===== config.mk =====
export PLATFORM = sky130hd
export DESIGN_NAME = adpll_cfg_regs
export DESIGN_NICKNAME = d
export VERILOG_FILES = /design/src/rtl/adpll_cfg_pkg.sv /design/src/rtl/adpll_sync2.sv /design/src/rtl/adpll_cfg_regs.sv
export SDC_FILE = /design/constraint.sdc
export NUM_CORES = 1
export LEC_CHECK = 0
export CAP_MARGIN = 10
export CORE_MARGIN = 5
export CORE_UTILIZATION = 42
export CTS_CLUSTER_DIAMETER = 100
export CTS_CLUSTER_SIZE = 10
export DETAILED_ROUTE_END_ITERATION = 8
export PLACE_DENSITY = 0.87
export REMOVE_ABC_BUFFERS = 1
export SLEW_MARGIN = 10
export SYNTH_ARGS = -nofsm -noshare
export SYNTH_HDL_FRONTEND = slang
export SYNTH_SLANG_ARGS = --single-unit
export TNS_END_PERCENT = 100

===== constraint.sdc =====
create_clock -name clk -period 2.1 [get_ports clk]
set_clock_uncertainty 0.05 [all_clocks]
set_input_delay 0.21 -clock clk [delete_from_list [all_inputs] [get_ports clk]]
set_output_delay 0.21 -clock clk [all_outputs]
set_load 0.1 [all_outputs]

===== src/rtl/adpll_cfg_pkg.sv =====
// Shared widths, select codes, reset defaults, range limits and FSM encoding
// for the ADPLL configuration register bank.
package adpll_cfg_pkg;

    localparam int DW   = 5;
    localparam int NREG = 6;
    localparam int SELW = 3;

    localparam logic [SELW-1:0] SEL_KP       = 3'd0;
    localparam logic [SELW-1:0] SEL_KI       = 3'd1;
    localparam logic [SELW-1:0] SEL_DCO_INIT = 3'd2;
    localparam logic [SELW-1:0] SEL_DIV_N    = 3'd3;
    localparam logic [SELW-1:0] SEL_TDC_OFS  = 3'd4;
    localparam logic [SELW-1:0] SEL_LOCK_THR = 3'd5;

    localparam logic [DW-1:0] KP_DEF       = 5'd4;
    localparam logic [DW-1:0] KI_DEF       = 5'd1;
    localparam logic [DW-1:0] DCO_INIT_DEF = 5'd16;
    localparam logic [DW-1:0] DIV_N_DEF    = 5'd8;
    localparam logic [DW-1:0] TDC_OFS_DEF  = 5'd0;
    localparam logic [DW-1:0] LOCK_THR_DEF = 5'd2;

    localparam logic [DW-1:0] DIV_N_MIN = 5'd2;
    localparam logic [DW-1:0] KP_MIN    = 5'd1;

    // Register file packed so that index == param_sel code.
    typedef logic [NREG-1:0][DW-1:0] regs_t;

    localparam regs_t REGS_DEF = {LOCK_THR_DEF, TDC_OFS_DEF, DIV_N_DEF,
                                  DCO_INIT_DEF, KI_DEF, KP_DEF};

    typedef enum logic [1:0] {
        IDLE  = 2'd0,
        WRITE = 2'd1,
        HOLD  = 2'd2
    } state_e;

    function automatic logic write_ok(input logic [SELW-1:0] sel,
                                      input logic [DW-1:0]   val);
        logic ok;
        ok = 1'b1;
        if (sel >= 3'(NREG))                     ok = 1'b0;
        else if (sel == SEL_DIV_N && val < DIV_N_MIN) ok = 1'b0;
        else if (sel == SEL_KP && val < KP_MIN)       ok = 1'b0;
        return ok;
    endfunction

endpackage


===== src/rtl/adpll_sync2.sv =====
// Two-flop synchronizer with asynchronous active-high reset; reusable for any
// single-bit asynchronous level (pgm, clr, clk_ref).
module adpll_sync2 (
    input  logic clk,
    input  logic rst,
    input  logic d,
    output logic q
);

    logic s1_q, s1_d;
    logic s2_q, s2_d;

    always_comb begin
        s1_d = d;
        s2_d = s1_q;
    end

    // NOTE: non-blocking assignments so both stages sample pre-edge values and
    // the chain really is two flops deep.
    always_ff @(posedge clk or posedge rst) begin
        if (rst) begin
            s1_q <= 1'b0;
            s2_q <= 1'b0;
        end else begin
            s1_q <= s1_d;
            s2_q <= s2_d;
        end
    end

    assign q = s2_q;

endmodule


===== src/rtl/adpll_cfg_regs.sv =====
// ADPLL loop-parameter register bank: synchronizes pin-level pgm/clr, writes one
// of six range-checked registers per pgm rise. Readback mux: ADPLL_CFG_READBACK_EN.
module adpll_cfg_regs
    import adpll_cfg_pkg::*;
(
    input  logic            clk,
    input  logic            rst,
    input  logic            pgm_in,
    input  logic            clr_in,
    input  logic [SELW-1:0] param_sel,
    input  logic [DW-1:0]   pgm_value,
    output logic [DW-1:0]   kp,
    output logic [DW-1:0]   ki,
    output logic [DW-1:0]   dco_init,
    output logic [DW-1:0]   div_n,
    output logic [DW-1:0]   tdc_ofs,
    output logic [DW-1:0]   lock_thr,
    output logic            dco_load,
    output logic            wr_ack,
    output logic            wr_err,
    output logic [DW-1:0]   rd_data
);

    logic   pgm_s2, clr_s2, pgm_rise, wr_ok;
    logic   pgm_s3_q, pgm_s3_d;
    logic   clr_s3_q, clr_s3_d;
    state_e state_q, state_d;
    regs_t  regs_q, regs_d;
    logic   wr_ack_q, wr_ack_d;
    logic   wr_err_q, wr_err_d;
    logic   dco_load_q, dco_load_d;

    adpll_sync2 u_sync_pgm (.clk(clk), .rst(rst), .d(pgm_in), .q(pgm_s2));
    adpll_sync2 u_sync_clr (.clk(clk), .rst(rst), .d(clr_in), .q(clr_s2));

    assign pgm_rise = pgm_s2 & ~pgm_s3_q;
    assign wr_ok    = write_ok(param_sel, pgm_value);

    // NOTE: every output of this block gets a default first so no path can
    // leave one unassigned and infer a latch.
    always_comb begin
        pgm_s3_d   = pgm_s2;
        clr_s3_d   = clr_s2;
        state_d    = state_q;
        regs_d     = regs_q;
        wr_ack_d   = 1'b0;
        wr_err_d   = 1'b0;
        dco_load_d = clr_s3_q & ~clr_s2;

        if (clr_s2) begin
            state_d = HOLD;
            regs_d  = REGS_DEF;
        end else begin
            unique case (state_q)
                // The write commits on the IDLE->WRITE edge, so the WRITE
                // cycle is the one in which the ack/err pulse is visible.
                IDLE: begin
                    if (pgm_rise) begin
                        state_d = WRITE;
                        if (wr_ok) begin
                            for (int i = 0; i < NREG; i++) begin
                                if (param_sel == 3'(i)) regs_d[i] = pgm_value;
                            end
                            wr_ack_d   = 1'b1;
                            dco_load_d = (param_sel == SEL_DCO_INIT);
                        end else begin
                            wr_err_d = 1'b1;
                        end
                    end
                end
                WRITE:   state_d = HOLD;
                HOLD:    if (!pgm_s2) state_d = IDLE;
                default: state_d = IDLE;
            endcase
        end
    end

    always_ff @(posedge clk or posedge rst) begin
        if (rst) begin
            pgm_s3_q   <= 1'b0;
            clr_s3_q   <= 1'b0;
            state_q    <= IDLE;
            regs_q     <= REGS_DEF;
            wr_ack_q   <= 1'b0;
            wr_err_q   <= 1'b0;
            dco_load_q <= 1'b0;
        end else begin
            pgm_s3_q   <= pgm_s3_d;
            clr_s3_q   <= clr_s3_d;
            state_q    <= state_d;
            regs_q     <= regs_d;
            wr_ack_q   <= wr_ack_d;
            wr_err_q   <= wr_err_d;
            dco_load_q <= dco_load_d;
        end
    end

    assign kp       = regs_q[SEL_KP];
    assign ki       = regs_q[SEL_KI];
    assign dco_init = regs_q[SEL_DCO_INIT];
    assign div_n    = regs_q[SEL_DIV_N];
    assign tdc_ofs  = regs_q[SEL_TDC_OFS];
    assign lock_thr = regs_q[SEL_LOCK_THR];
    assign wr_ack   = wr_ack_q;
    assign wr_err   = wr_err_q;
    assign dco_load = dco_load_q;

`ifdef ADPLL_CFG_READBACK_EN
    logic [DW-1:0] rd_data_q, rd_data_d;

    always_comb begin
        rd_data_d = '0;
        for (int i = 0; i < NREG; i++) begin
            if (param_sel == 3'(i)) rd_data_d = regs_q[i];
        end
    end

    always_ff @(posedge clk or posedge rst) begin
        if (rst) rd_data_q <= '0;
        else     rd_data_q <= rd_data_d;
    end

    assign rd_data = rd_data_q;
`else
    assign rd_data = '0;
`endif

endmodule


==> impl_metrics.tcl <==
set metrics [dict create \
    status "complete, no violations" \
    irDropWorstVdd_v 0.000287 \
    slew_viol_final 0 \
    clkLatencyLatePin_ns 0.29 \
    diodes 0 \
    place_hpwl_um 2890 \
    arrival_ns 2.17 \
    p_clk_share_pct 32.4 \
    grt_overflow 0 \
    end_kind "flip-flop" \
    path_clk_slew_ns 0.07 \
    hold_violations 0 \
    internal_power_mw 1.09 \
    p_switching_mw 0.404 \
    start_util_pct 43.4 \
    yosys.area.top_type_share_pct 51.5 \
    rsz0062_at_grt "no" \
    power_density_nw_per_um2 652 \
    combPwrFrac_pct 12.9 \
    cts-root-buf "clkbuf_8" \
    power_mw 1.49 \
    avgSynthCellArea_sq_um 12.1 \
    cp.required_ns 2.27 \
    cts_buffers 5 \
    netlist_area_sq_um 1750 \
    seqPwrFrac_pct 54.8 \
    postCtsHoldBufs 0 \
    wl_per_cell_um 15.6 \
    vias 1259 \
    ant_nets 0 \
    row_count 23 \
    post-route-period-util_pct 95.2 \
    crit_slowest_cell "or4b_4" \
    worstSetupPathType "flip-flop to flip-flop" \
    cts_resized 0 \
    synth_edf_count 0 \
    coreArea_sq_um 4030 \
    area_growth_pct 30.7 \
    cts.sinks 41 \
    synth_cells 145 \
    slew_headroom_pct 61.1 \
    fmax_ghz 0.500 \
    setup_viol 0 \
    cpLargestDelayFamily "simple AND/OR/NAND/NOR gates" \
    antenna_found_initial 0 \
    synth_most_common_cell "dfrtp_1" \
    io_pins 50 \
    dr.first_iter.drc_count 58 \
    worstPathCellList "or4b_4, nor4b_4, nor2b_1, a211o_1" \
    drt-total-wl_um 3920 \
    fin_crit_ns 2.00 \
    async_flop_share_pct 100 \
    postCtsSetupBuffers 0 \
    synth_common_cells "dfrtp_1, nor2_1, mux2i_1" \
    io_buffers 44 \
    vias_per_cell 5.02 \
    nNetsFinal 212 \
    cp-start-kind "flip-flop" \
    grt_first_pass_wirelength_um 6370 \
    synth.distinct_cells 26 \
    grt_max_degree 42 \
    drive_gt1_share_pct 32.3 \
    dieWidth_um 74.5 \
    htreeDepth 2 \
    p_leak_nw 1.20 \
    drt_first_pass_iters 4 \
    critPathMaxFanout 6 \
    hold_path.class "input port to asynchronous set/reset pin" \
    slowest_delay_ns 0.59 \
    synthTopCellsByArea "dfrtp_1, mux2i_1, dfstp_2, nor2_1, buf_4" \
    synth_seq_cells 41 \
    drv_cap 0 \
    cts_tree "yes" \
    die_h_um 74.5 \
    dieArea_sq_um 5550 \
    ys_seq_area_share_pct 59.1 \
    finalCoreUtilization_pct 56.7 \
    fillers 358 \
    p_sw_share_pct 27.1 \
    grt_use_total_pct 15.6 \
    grt_pass1_vias 1316 \
    cp.buffers_inverters 0 \
    gp_congestion 0.821 \
    worst_slew_pin_slew_ns 0.584 \
    holdWs_ns 0.287 \
    ys.flop_type "dfrtp_1" \
    yosys_warnings 0 \
    synth_top_area_cell "dfrtp_1" \
    drc 0 \
    cts.path.max_buffers 2 \
]
[flip-flops by register name, summed over array words and instances, names as in the netlist]
signal           cells
wr_ack               1
dco_load             1
clr_s3_q             1
state_q              2
div_n                5
u_sync_pgm.q         1
u_sync_pgm.s1_q      1
kp                   5
dco_init             5
ki                   5
u_sync_clr.s1_q      1
wr_err               1
u_sync_clr.q         1
tdc_ofs              5
lock_thr             5
pgm_s3_q             1
[worst reg2reg max path: stages, from the launching register on]
cell and delay [ns]:
dfrtp_1 0.41, or4b_4 0.59, nor4b_4 0.49, nor2b_1 0.10, a211o_1 0.28
[per-layer routing]
layer | GRT usage (%) | routed length [um] | vias to the layer above
met1 | 19.7 | 1670 | 620
met5 | 0 | 0 | -
met4 | 8.89 | 125 | 0
met3 | 3.78 | 207 | 13
met2 | 24.6 | 1920 | 40
li1 | - | - | 586
[area by class of cell]
cell class / instances / area (sq um) / area share [%]
Sequential cell: 41 / 1030 / 45.2
Timing Repair Buffer: 58 / 463 / 20.3
Tap cell: 50 / 62.6 / 2.74
Inverter: 6 / 22.5 / 0.986
Clock inverter: 2 / 10.0 / 0.438
Multi-Input combinational cell: 88 / 622 / 27.2
Clock buffer: 6 / 72.6 / 3.18
[path summary, 6_finish.rpt]
kind | from | cells past startpoint | slack, ns | to
setup / recovery | state_q[1] | 4 | 0.10 | div_n[3]
hold / removal | rst | 3 | 0.29 | lock_thr[4]
setup reg to reg | state_q[1] | 4 | 0.10 | div_n[3]
hold reg to reg | u_sync_pgm.s1_q | 0 | 0.30 | u_sync_pgm.q
max in group asynchronous | rst | 3 | 1.35 | div_n[3]
min in group clk | u_sync_pgm.s1_q | 0 | 0.30 | u_sync_pgm.q
[power groups by stage]
stage | Clock (mW) | Sequential, mW | Combinational, mW
2_1_floorplan | 0 | 0.868 | 0.0760
3_3_place_gp | 0 | 0.830 | 0.189
3_5_place_dp | 0 | 0.830 | 0.192
4_1_cts | 0.499 | 0.815 | 0.193
5_1_grt | 0.536 | 0.817 | 0.203
6_report | 0.482 | 0.815 | 0.191
[stage by stage]
step,cell area [sq um],cells,worst slack [ns],TNS [ns]
floorplan,1680,135,0.193,0
global placement,2200,243,0.0575,0
detailed placement,2200,243,-0.00890,-0.0169
CTS,2280,251,0.0909,0
global route,2280,251,0.0469,0
finish,2280,251,0.102,0
[cell families (layout without fill, tap and decap cells)]
kind of cell	count (synthesis)	count (layout)	synth area share (%)
AND/OR/NAND/NOR	48	48	15.7
flip-flops	41	41	59.1
multiplexers	25	25	14.3
buffers and inverters	20	72	6.23
AO/OA/AOI/OAI	10	10	4.51
other	1	5	0.215
[cells in the final DEF (no fill, tap or decap), types with 3 or more instances in the layout]
master	count
mux2i_1	25
nor2b_1	3
dfstp_2	5
clkdlybuf4s50_1	11
clkbuf_8	5
buf_4	47
nor2_1	30
inv_1	6
dfrtp_1	36
a21oi_1	4
a211o_1	4
conb_1	5
No activity file was read; power rests on OpenSTA's default activity.
